File: config.mk
export PLATFORM = sky130hd
export DESIGN_NAME = cic_rate_ctrl
export DESIGN_NICKNAME = d
export VERILOG_FILES = /design/src/rtl/cic_rate_ctrl.sv
export SDC_FILE = /design/constraint.sdc
export NUM_CORES = 1
export LEC_CHECK = 0
export ABC_AREA = 1
export CAP_MARGIN = 40
export CORE_MARGIN = 2
export CORE_UTILIZATION = 30
export CTS_BUF_LIST = sky130_fd_sc_hd__clkbuf_16
export DETAILED_ROUTE_END_ITERATION = 12
export PLACE_DENSITY = 0.59
export SKIP_LAST_GASP = 1
export SYNTH_ARGS = -nofsm -noshare
export SYNTH_HDL_FRONTEND = slang
export SYNTH_SLANG_ARGS = --single-unit
File: constraint.sdc
create_clock -name clk -period 8.28 [get_ports clk]
set_input_delay 1.656 -clock clk [delete_from_list [all_inputs] [get_ports clk]]
set_output_delay 1.656 -clock clk [all_outputs]
set_load 0.05 [all_outputs]
File: src/rtl/cic_rate_ctrl.sv
// Rate-change sequencer for the variable-rate CIC decimator: applies range-checked rate requests
// at an output boundary, blanks the settling transient and applies saturating power-of-two gain.
//
// state    | meaning
// IDLE     | accepting rate requests, output stream passes
// WAIT_BND | request latched, waiting for an output sample (or timeout) to apply it
// APPLY    | one-cycle rate pulse to the CIC, new gain shift takes effect
// SETTLE   | blanking CIC_N+SETTLE_XTRA transient output samples
module cic_rate_ctrl #(
    parameter int RATE_DW     = 16,
    parameter int OUT_DW      = 32,
    parameter int CIC_N       = 7,
    parameter int CIC_R_MAX   = 10,
    parameter int SETTLE_XTRA = 1,
    parameter int TIMEOUT_CYC = 1024
) (
    input  logic               clk,
    input  logic               reset_n,
    input  logic [RATE_DW-1:0] s_axis_cfg_tdata,
    input  logic               s_axis_cfg_tvalid,
    output logic               s_axis_cfg_tready,
    output logic [RATE_DW-1:0] cic_rate_tdata,
    output logic               cic_rate_tvalid,
    input  logic [OUT_DW-1:0]  cic_out_tdata,
    input  logic               cic_out_tvalid,
    output logic [OUT_DW-1:0]  m_axis_out_tdata,
    output logic               m_axis_out_tvalid,
    output logic               busy,
    output logic               err_range,
    output logic [7:0]         gain_shift
);

    localparam int LOG_MAX    = $clog2(CIC_R_MAX);
    localparam int WAIT_W     = $clog2(TIMEOUT_CYC + 1);
    localparam int SETTLE_CNT = CIC_N + SETTLE_XTRA;
    localparam int SET_W      = $clog2(SETTLE_CNT + 1);

    typedef enum logic [1:0] {
        IDLE     = 2'd0,
        WAIT_BND = 2'd1,
        APPLY    = 2'd2,
        SETTLE   = 2'd3
    } state_t;

    state_t             state, state_nxt;
    logic [1:0]         rst_sync;
    logic               rst_int_n;
    logic               cfg_legal;
    logic               cfg_hs;
    logic               blank;
    logic [RATE_DW-1:0] pend_rate;
    logic [7:0]         pend_shift;
    logic [WAIT_W-1:0]  wait_cnt;
    logic [SET_W-1:0]   settle_cnt;

    // ceil(log2(r)) as a priority encode of r-1; r=1 gives 0
    function automatic logic [7:0] ceil_log2(input logic [RATE_DW-1:0] r);
        logic [RATE_DW-1:0] m;
        logic [7:0]         res;
        m   = r - 1'b1;
        res = '0;
        for (int i = 0; i < RATE_DW; i++) begin
            if (m[i]) res = 8'(i + 1);
        end
        return res;
    endfunction

    function automatic logic [OUT_DW-1:0] sat_shl(input logic [OUT_DW-1:0] x,
                                                  input logic [7:0]        sh);
        logic [2*OUT_DW-1:0] wide;
        logic [OUT_DW-1:0]   sat_val;
        sat_val = x[OUT_DW-1] ? {1'b1, {(OUT_DW-1){1'b0}}} : {1'b0, {(OUT_DW-1){1'b1}}};
        if (x == '0) return '0;
        if (int'(sh) >= OUT_DW) return sat_val;
        wide = {{OUT_DW{x[OUT_DW-1]}}, x} << sh;
        if (wide[2*OUT_DW-1:OUT_DW-1] == {(OUT_DW+1){x[OUT_DW-1]}}) return wide[OUT_DW-1:0];
        return sat_val;
    endfunction

    // Reset asserts immediately but releases synchronously to clk
    always_ff @(posedge clk or negedge reset_n) begin
        if (!reset_n) rst_sync <= 2'b00;
        else          rst_sync <= {rst_sync[0], 1'b1};
    end
    assign rst_int_n = rst_sync[1];

    assign cfg_legal = (s_axis_cfg_tdata != '0) &&
                       (s_axis_cfg_tdata <= RATE_DW'(CIC_R_MAX));
    assign cfg_hs    = s_axis_cfg_tvalid && s_axis_cfg_tready;

    always_ff @(posedge clk or negedge rst_int_n) begin
        if (!rst_int_n) state <= IDLE;
        else            state <= state_nxt;
    end

    always_comb begin
        state_nxt         = state;
        s_axis_cfg_tready = 1'b0;
        cic_rate_tvalid   = 1'b0;
        busy              = 1'b1;
        blank             = 1'b0;
        case (state)
            IDLE: begin
                s_axis_cfg_tready = 1'b1;
                busy              = 1'b0;
                if (s_axis_cfg_tvalid && cfg_legal) state_nxt = WAIT_BND;
            end
            WAIT_BND: begin
                if (cic_out_tvalid || wait_cnt == WAIT_W'(TIMEOUT_CYC - 1)) state_nxt = APPLY;
            end
            APPLY: begin
                cic_rate_tvalid = 1'b1;
                blank           = 1'b1;
                state_nxt       = SETTLE;
            end
            SETTLE: begin
                blank = 1'b1;
                if (cic_out_tvalid && settle_cnt == SET_W'(SETTLE_CNT - 1)) state_nxt = IDLE;
            end
            default: state_nxt = IDLE;
        endcase
    end

    always_ff @(posedge clk or negedge rst_int_n) begin
        if (!rst_int_n) begin
            err_range      <= 1'b0;
            pend_rate      <= RATE_DW'(CIC_R_MAX);
            pend_shift     <= '0;
            cic_rate_tdata <= RATE_DW'(CIC_R_MAX);
            gain_shift     <= '0;
            wait_cnt       <= '0;
            settle_cnt     <= '0;
        end else begin
            err_range <= cfg_hs && !cfg_legal;
            if (cfg_hs && cfg_legal) begin
                pend_rate  <= s_axis_cfg_tdata;
                pend_shift <= 8'(CIC_N * (LOG_MAX - int'(ceil_log2(s_axis_cfg_tdata))));
            end
            if (state == WAIT_BND) wait_cnt <= wait_cnt + 1'b1;
            else                   wait_cnt <= '0;
            if (state != SETTLE)      settle_cnt <= '0;
            else if (cic_out_tvalid)  settle_cnt <= settle_cnt + 1'b1;
            // Rate word and gain switch on the same edge that raises the rate pulse
            if (state == WAIT_BND && state_nxt == APPLY) begin
                cic_rate_tdata <= pend_rate;
                gain_shift     <= pend_shift;
            end
        end
    end

    always_ff @(posedge clk or negedge rst_int_n) begin
        if (!rst_int_n) begin
            m_axis_out_tdata  <= '0;
            m_axis_out_tvalid <= 1'b0;
        end else begin
            m_axis_out_tvalid <= cic_out_tvalid && !blank;
            if (cic_out_tvalid) m_axis_out_tdata <= sat_shl(cic_out_tdata, gain_shift);
        end
    end

endmodule
==> results of run 1 <==
worst max-delay path by stage:
stage | to | slack [ps]
after floorplan | pend_shift[7] | 2800
after global placement | pend_shift[7] | 2010
after detailed placement | pend_shift[7] | 1900
after CTS | pend_shift[7] | 2260
after global routing | pend_shift[7] | 1690
final | pend_shift[7] | 2260
final cells by class:
type	instances	area, um2
repair buffers	127	1290
multi-input cells	1004	4850
inverters	106	398
clock buffers	9	225
well taps	341	427
clock inverters	6	88.8
fillers	2917	17100
flip-flops and latches	101	2540
power groups by stage:
stage	clock, uW	combinational, uW	sequential [uW]
floorplan	0	1690	978
global placement	0	2640	687
detailed placement	0	2690	687
CTS	463	2700	681
global route	480	3010	696
finish	446	2710	680
worst max-delay path: cells and delay by family:
family / cells / cell delay, ps
simple gates: 15 / 1790
fa+ha+maj: 3 / 1110
buf+inv: 6 / 710
compound gates: 5 / 620
xor+xnor: 2 / 360
through the flow:
stage | util (%) | hold WS (ps)
floorplan | - | 331
global placement | 35.1 | 268
detailed placement | 35.3 | 279
CTS | 36.5 | 275
global route | 36.5 | 305
finish | 36.5 | 255
cell usage after synthesis, drive strengths merged:
master       number  area share (%)
a21oi            24             1.5
a31oi             3            0.23
and2              3            0.23
and3              2            0.15
buf              44             3.3
clkbuf           31             1.4
clkinv            3            0.14
conb              1           0.046
dfrtp            97              30
dfstp             4             1.3
dlygate4sd1       1            0.11
fa                5             1.2
ha               15             2.3
inv             103             4.7
nand2           354              16
nand3           343              21
nand3b            5            0.46
nand4            41             3.1
nor2            109             5.1
nor3             12            0.74
nor4              9            0.69
o21ai            53             3.3
o21bai            2            0.18
o221a             1            0.14
o311ai            1            0.11
o31ai             1           0.092
o41ai             1            0.11
xnor2             7            0.75
xor2             12             1.3
state kept, by name, summed over array words and instances, names as in the netlist, 4 cells and up:
name	cells
cic_rate_tdata	16
gain_shift	8
m_axis_out_tdata	32
pend_rate	16
pend_shift	8
settle_cnt	4
wait_cnt	11
logic make-up (layout without fill, tap and decap cells):
logic type / Yosys count / after routing / share of synthesized area, %
AO/OA/AOI/OAI: 86 / 86 / 5.62
XOR/XNOR: 19 / 19 / 2.04
adder cells (fa/ha/maj): 20 / 20 / 3.52
buffers and inverters: 182 / 248 / 9.67
flip-flops: 101 / 101 / 31.0
other: 1 / 1 / 0.0459
AND/OR/NAND/NOR: 878 / 878 / 48.1
cells in the final DEF (no fill, tap or decap), types with 3 or more instances in the layout:
cell type	Yosys	layout
nand2_1	351	351
nand3_1	341	341
clkdlybuf4s50_1	0	112
nor2_1	108	108
inv_1	100	100
dfrtp_1	97	96
o21ai_0	46	46
nand4_1	41	41
a21oi_1	24	24
ha_1	15	15
xor2_1	12	12
buf_4	7	12
nor3_1	12	11
nor4_1	9	9
clkbuf_16	0	9
xnor2_1	7	7
o21ai_1	6	6
nand3b_1	5	5
fa_1	5	5
dfstp_2	4	4
a31oi_1	3	3
clkinv_1	3	3
inv_2	3	3
layer usage:
| layer | wire (um) | vias up |
|---|---|---|
| met5 | 0 | - |
| met4 | 697 | 0 |
| met3 | 1390 | 46 |
| met2 | 12100 | 233 |
| met1 | 10600 | 3930 |
| li1 | - | 4414 |
==> impl_metrics.ini, run 1 <==
[detailed_routing]
initialDrtViolationCount = 620
drc_errors = 0
post_drt_wl_per_cell_um = 14.6
wirelength_um = 24800
first_pass_iters = 5
drt-vias-per-instance = 5.09
ant_nets = 0
vias = 8623

[sta]
timing.fmax_ghz = 0.166
period_share_pct = 72.7
hold_viol = 0
setup_viol = 0
finClkSkew_ps = 8.12
rsz0062_at_grt = false
relSlewSlack_pct = 51.4
tightest_slew_ps = 726
setup_ws_ps = 2260
tns_ps = 0
slew_viol_final = 0
period_minus_slack_ps = 6020

[power]
powerDensity_mw_per_mm2 = 391
p_clk_share_pct = 11.6
power.internal_uw = 1670
p_comb_share_pct = 70.7
power_uw = 3840
pwr-share-seq_pct = 17.7
vdd.ir_drop.worst_v = 0.000193
swShare_pct = 56.5
netSwitchingPower_uw = 2170
p_leak_uw = 0.00470

[global_route]
use_met3_pct = 3.83
antenna_found_initial = 0
grt_pass1_wl_um = 41400
grt_use_met2_pct = 31.2
gr-total-overflow = 0
grt_pass1_vias = 8295
grt.total_usage_pct = 17.7
grt_max_degree = 63
globalRouteMet1Util_pct = 21.4
top_usage_layer = met2

[clocking]
cts-root-buf = clkbuf_16
cts_htree_levels = 3
cts_hold_buf = 0
cts_tree = yes
postCtsSetupRepairBufs = 0
ctsResizeCount = 0
clock_latency_ps = 350
cts_buffers = 9
clockBufferDepth = 2
cts.clk_slew.worst_paths_ps = 70
cts_sinks = 101

[setup_path]
crit_slowest_cell = fa_1
critPathLaunchType = input pin
worstReg2RegStart = gain_shift[7]
criticalPathCategory = in2reg
crit_required_ps = 8520
reg2reg_depth = 20
r2r-end = m_axis_out_tdata[1]
cp.arrival_ps = 6260
critPathCaptureType = flip-flop
crit_start = s_axis_cfg_tdata[4]
worstPathMaxFanout = 4
max_stage_delay_ps = 490
rrSetupSlack_ps = 4430
cp_common_cell = nand2_1

[floorplanning]
die-height_um = 169
core_area_mm2 = 0.0269
dieArea_mm2 = 0.0286
floorplan.initialDensity_pct = 30.4
num_io_pins = 113
die_w_um = 169
num_rows = 60

[flow_run]
max-cap-violations = 0

[finish]
final_cells = 1694
nets = 1421
drive_above_1_share_pct = 3.47
n_antenna_cell = 0
area_growth_pct = 20.1
stdcell_area_mm2 = 0.00981

[placed_design]
place_congestion = 0.926
portBuffers = 112
hpwl_um = 19200
post-place-cells = 1679
dpl_cell_area_mm2 = 0.00950
pre_cts_ws_ps = 1900

[logic_synthesis]
yosysWarnings = 0
syn_area_per_cell_um2 = 6.34
seq_area_frac_synth_pct = 31.0
syn_area_mm2 = 0.00817
ys_ff_latch = 101
synthDistinctLibCells = 40
syn_nets = 1359
netlist_instances = 1287

[status]
outcome = finished, final reports clean

[hold_path]
hold_path.class = reg2async
(Power assumes the default switching activity.)
==> run 2, diff against run 1 <==
- clock period: 8.28 -> 6.18 ns (I/O delays scaled with it)
==> run 2 against run 1 <==
  * Sequential cell count did not move
  * Via count rose by 0.24%
  * Utilization barely moved
  * Critical endpoint unchanged
==> impl_metrics.ini, run 2 (same netlist as run 1, synthesis figures left out) <==
[finish]
largest_reg_flops = 32
final_common_cell = nand2_1
area_growth_pct = 20.3
reg_top3 = m_axis_out_tdata x32, cic_rate_tdata x16, pend_rate x16
final_cells = 1694
final_cell_mix = 351 x nand2_1, 341 x nand3_1, 112 x clkdlybuf4s50_1
largest_register = m_axis_out_tdata
stdcell_area_mm2 = 0.00982
nets = 1420
fillers = 2929
drive_above_1_share_pct = 3.47
n_antenna_cell = 0

[floorplanning]
floorplan.initialDensity_pct = 30.4
die_w_um = 169
core_area_mm2 = 0.0269
num_io_pins = 113
dieArea_mm2 = 0.0286
die-height_um = 169
num_rows = 60

[placed_design]
place_congestion = 0.916
portBuffers = 112
hpwl_um = 19200
post-place-cells = 1678
dpl_cell_area_mm2 = 0.00949

[global_route]
grt.total_usage_pct = 17.9
gr-total-overflow = 0
grt_pass1_wl_um = 41500
grt_max_degree = 64
antenna_found_initial = 0
grt_pass1_vias = 8363

[detailed_routing]
ant_nets = 0
initialDrtViolationCount = 562
first_pass_iters = 5
post_drt_wl_per_cell_um = 14.7
drc_errors = 0
wirelength_um = 24900
drt-vias-per-instance = 5.10
vias = 8644

[power]
p_leak_uw = 0.00471
power_uw = 5190
vdd.ir_drop.worst_v = 0.000343
powerDensity_mw_per_mm2 = 528

[sta]
finClkSkew_ps = 11.8
slew_viol_final = 0
period_share_pct = 91.2
tns_ps = 0
tightest_slew_ps = 751
timing.fmax_ghz = 0.177
setup_viol = 0
rsz0062_at_grt = false
period_minus_slack_ps = 5630
relSlewSlack_pct = 49.8
hold_viol = 0

[setup_path]
crit_start = s_axis_cfg_tdata[4]
cp.arrival_ps = 5880
crit_slowest_cell = fa_1
cp_common_cell = nand2_1
critPathLaunchType = input pin
worstReg2RegStart = gain_shift[0]
crit_required_ps = 6420
worstPathMaxFanout = 4
critPathCaptureType = flip-flop
criticalPathCategory = in2reg
max_stage_delay_ps = 490

[clocking]
clock_latency_ps = 350
cts_sinks = 101
cts_hold_buf = 0
cts_tree = yes
cts_buffers = 9
cts_htree_levels = 3
clockBufferDepth = 2
cts-root-buf = clkbuf_16
postCtsSetupRepairBufs = 0
cts.clk_slew.worst_paths_ps = 70
ctsResizeCount = 0

[hold_path]
hold_path.class = reg2async

[flow_run]
max-cap-violations = 0

[status]
outcome = finished, final reports clean
-- run 2: worst max-delay path, delay by kind of cell --
kind	cells	cell delay, ps
AOI/OAI and AO/OA	5	600
xor gates and xnor gates	2	360
and+or+nand+nor	15	1880
buffers and inverters	6	720
adders and majority gates	3	1130
-- run 2: worst paths after layout --
check	slack [ps]	endpoint	depth (start not counted)
max in group asynchronous	4740	gain_shift[1]	1
min in group clk	360	rst_sync[1]	0
setup reg to reg	2490	m_axis_out_tdata[1]	20
hold reg to reg	340	wait_cnt[9]	0
hold / removal	340	wait_cnt[9]	0
setup / recovery	550	pend_shift[7]	31
-- run 2: layer usage --
layer	vias to the layer above	part of all wire, %	global-route usage [%]
li1	4408	-	-
met1	3985	42	21.5
met2	203	49	31.0
met3	48	5.9	3.95
met4	0	3.3	7.10
met5	-	0	0
-- run 2: area by class of cell --
| type | instances | area, um2 | area share [%] |
|---|---|---|---|
| multi-input combinational | 1004 | 4850 | 49.4 |
| sequential | 101 | 2540 | 25.8 |
| timing repair buffer | 126 | 1280 | 13.0 |
| tap | 341 | 427 | 4.35 |
| inverter | 106 | 398 | 4.05 |
| clock buffer | 9 | 225 | 2.29 |
| clock inverter | 7 | 106 | 1.08 |
-- run 2: report_power, final --
group          leakage, uW  total (uW)  internal, uW  switching (uW)
logic              0.00335        3650          1090            2560
registers          0.00119         912           801             110
clock network     0.000163         627           362             265
total              0.00471        5190          2260            2930
-- run 2: metrics by stage --
stage                     setup slack (ps)  util [%]  hold WS (ps)
final                                  545      36.5           344
after CTS                              543      36.5           369
after detailed placement               199      35.3           352
after global placement                 349      35.0           335
after global routing                  21.4      36.5           368
after floorplan                       1120         -           331
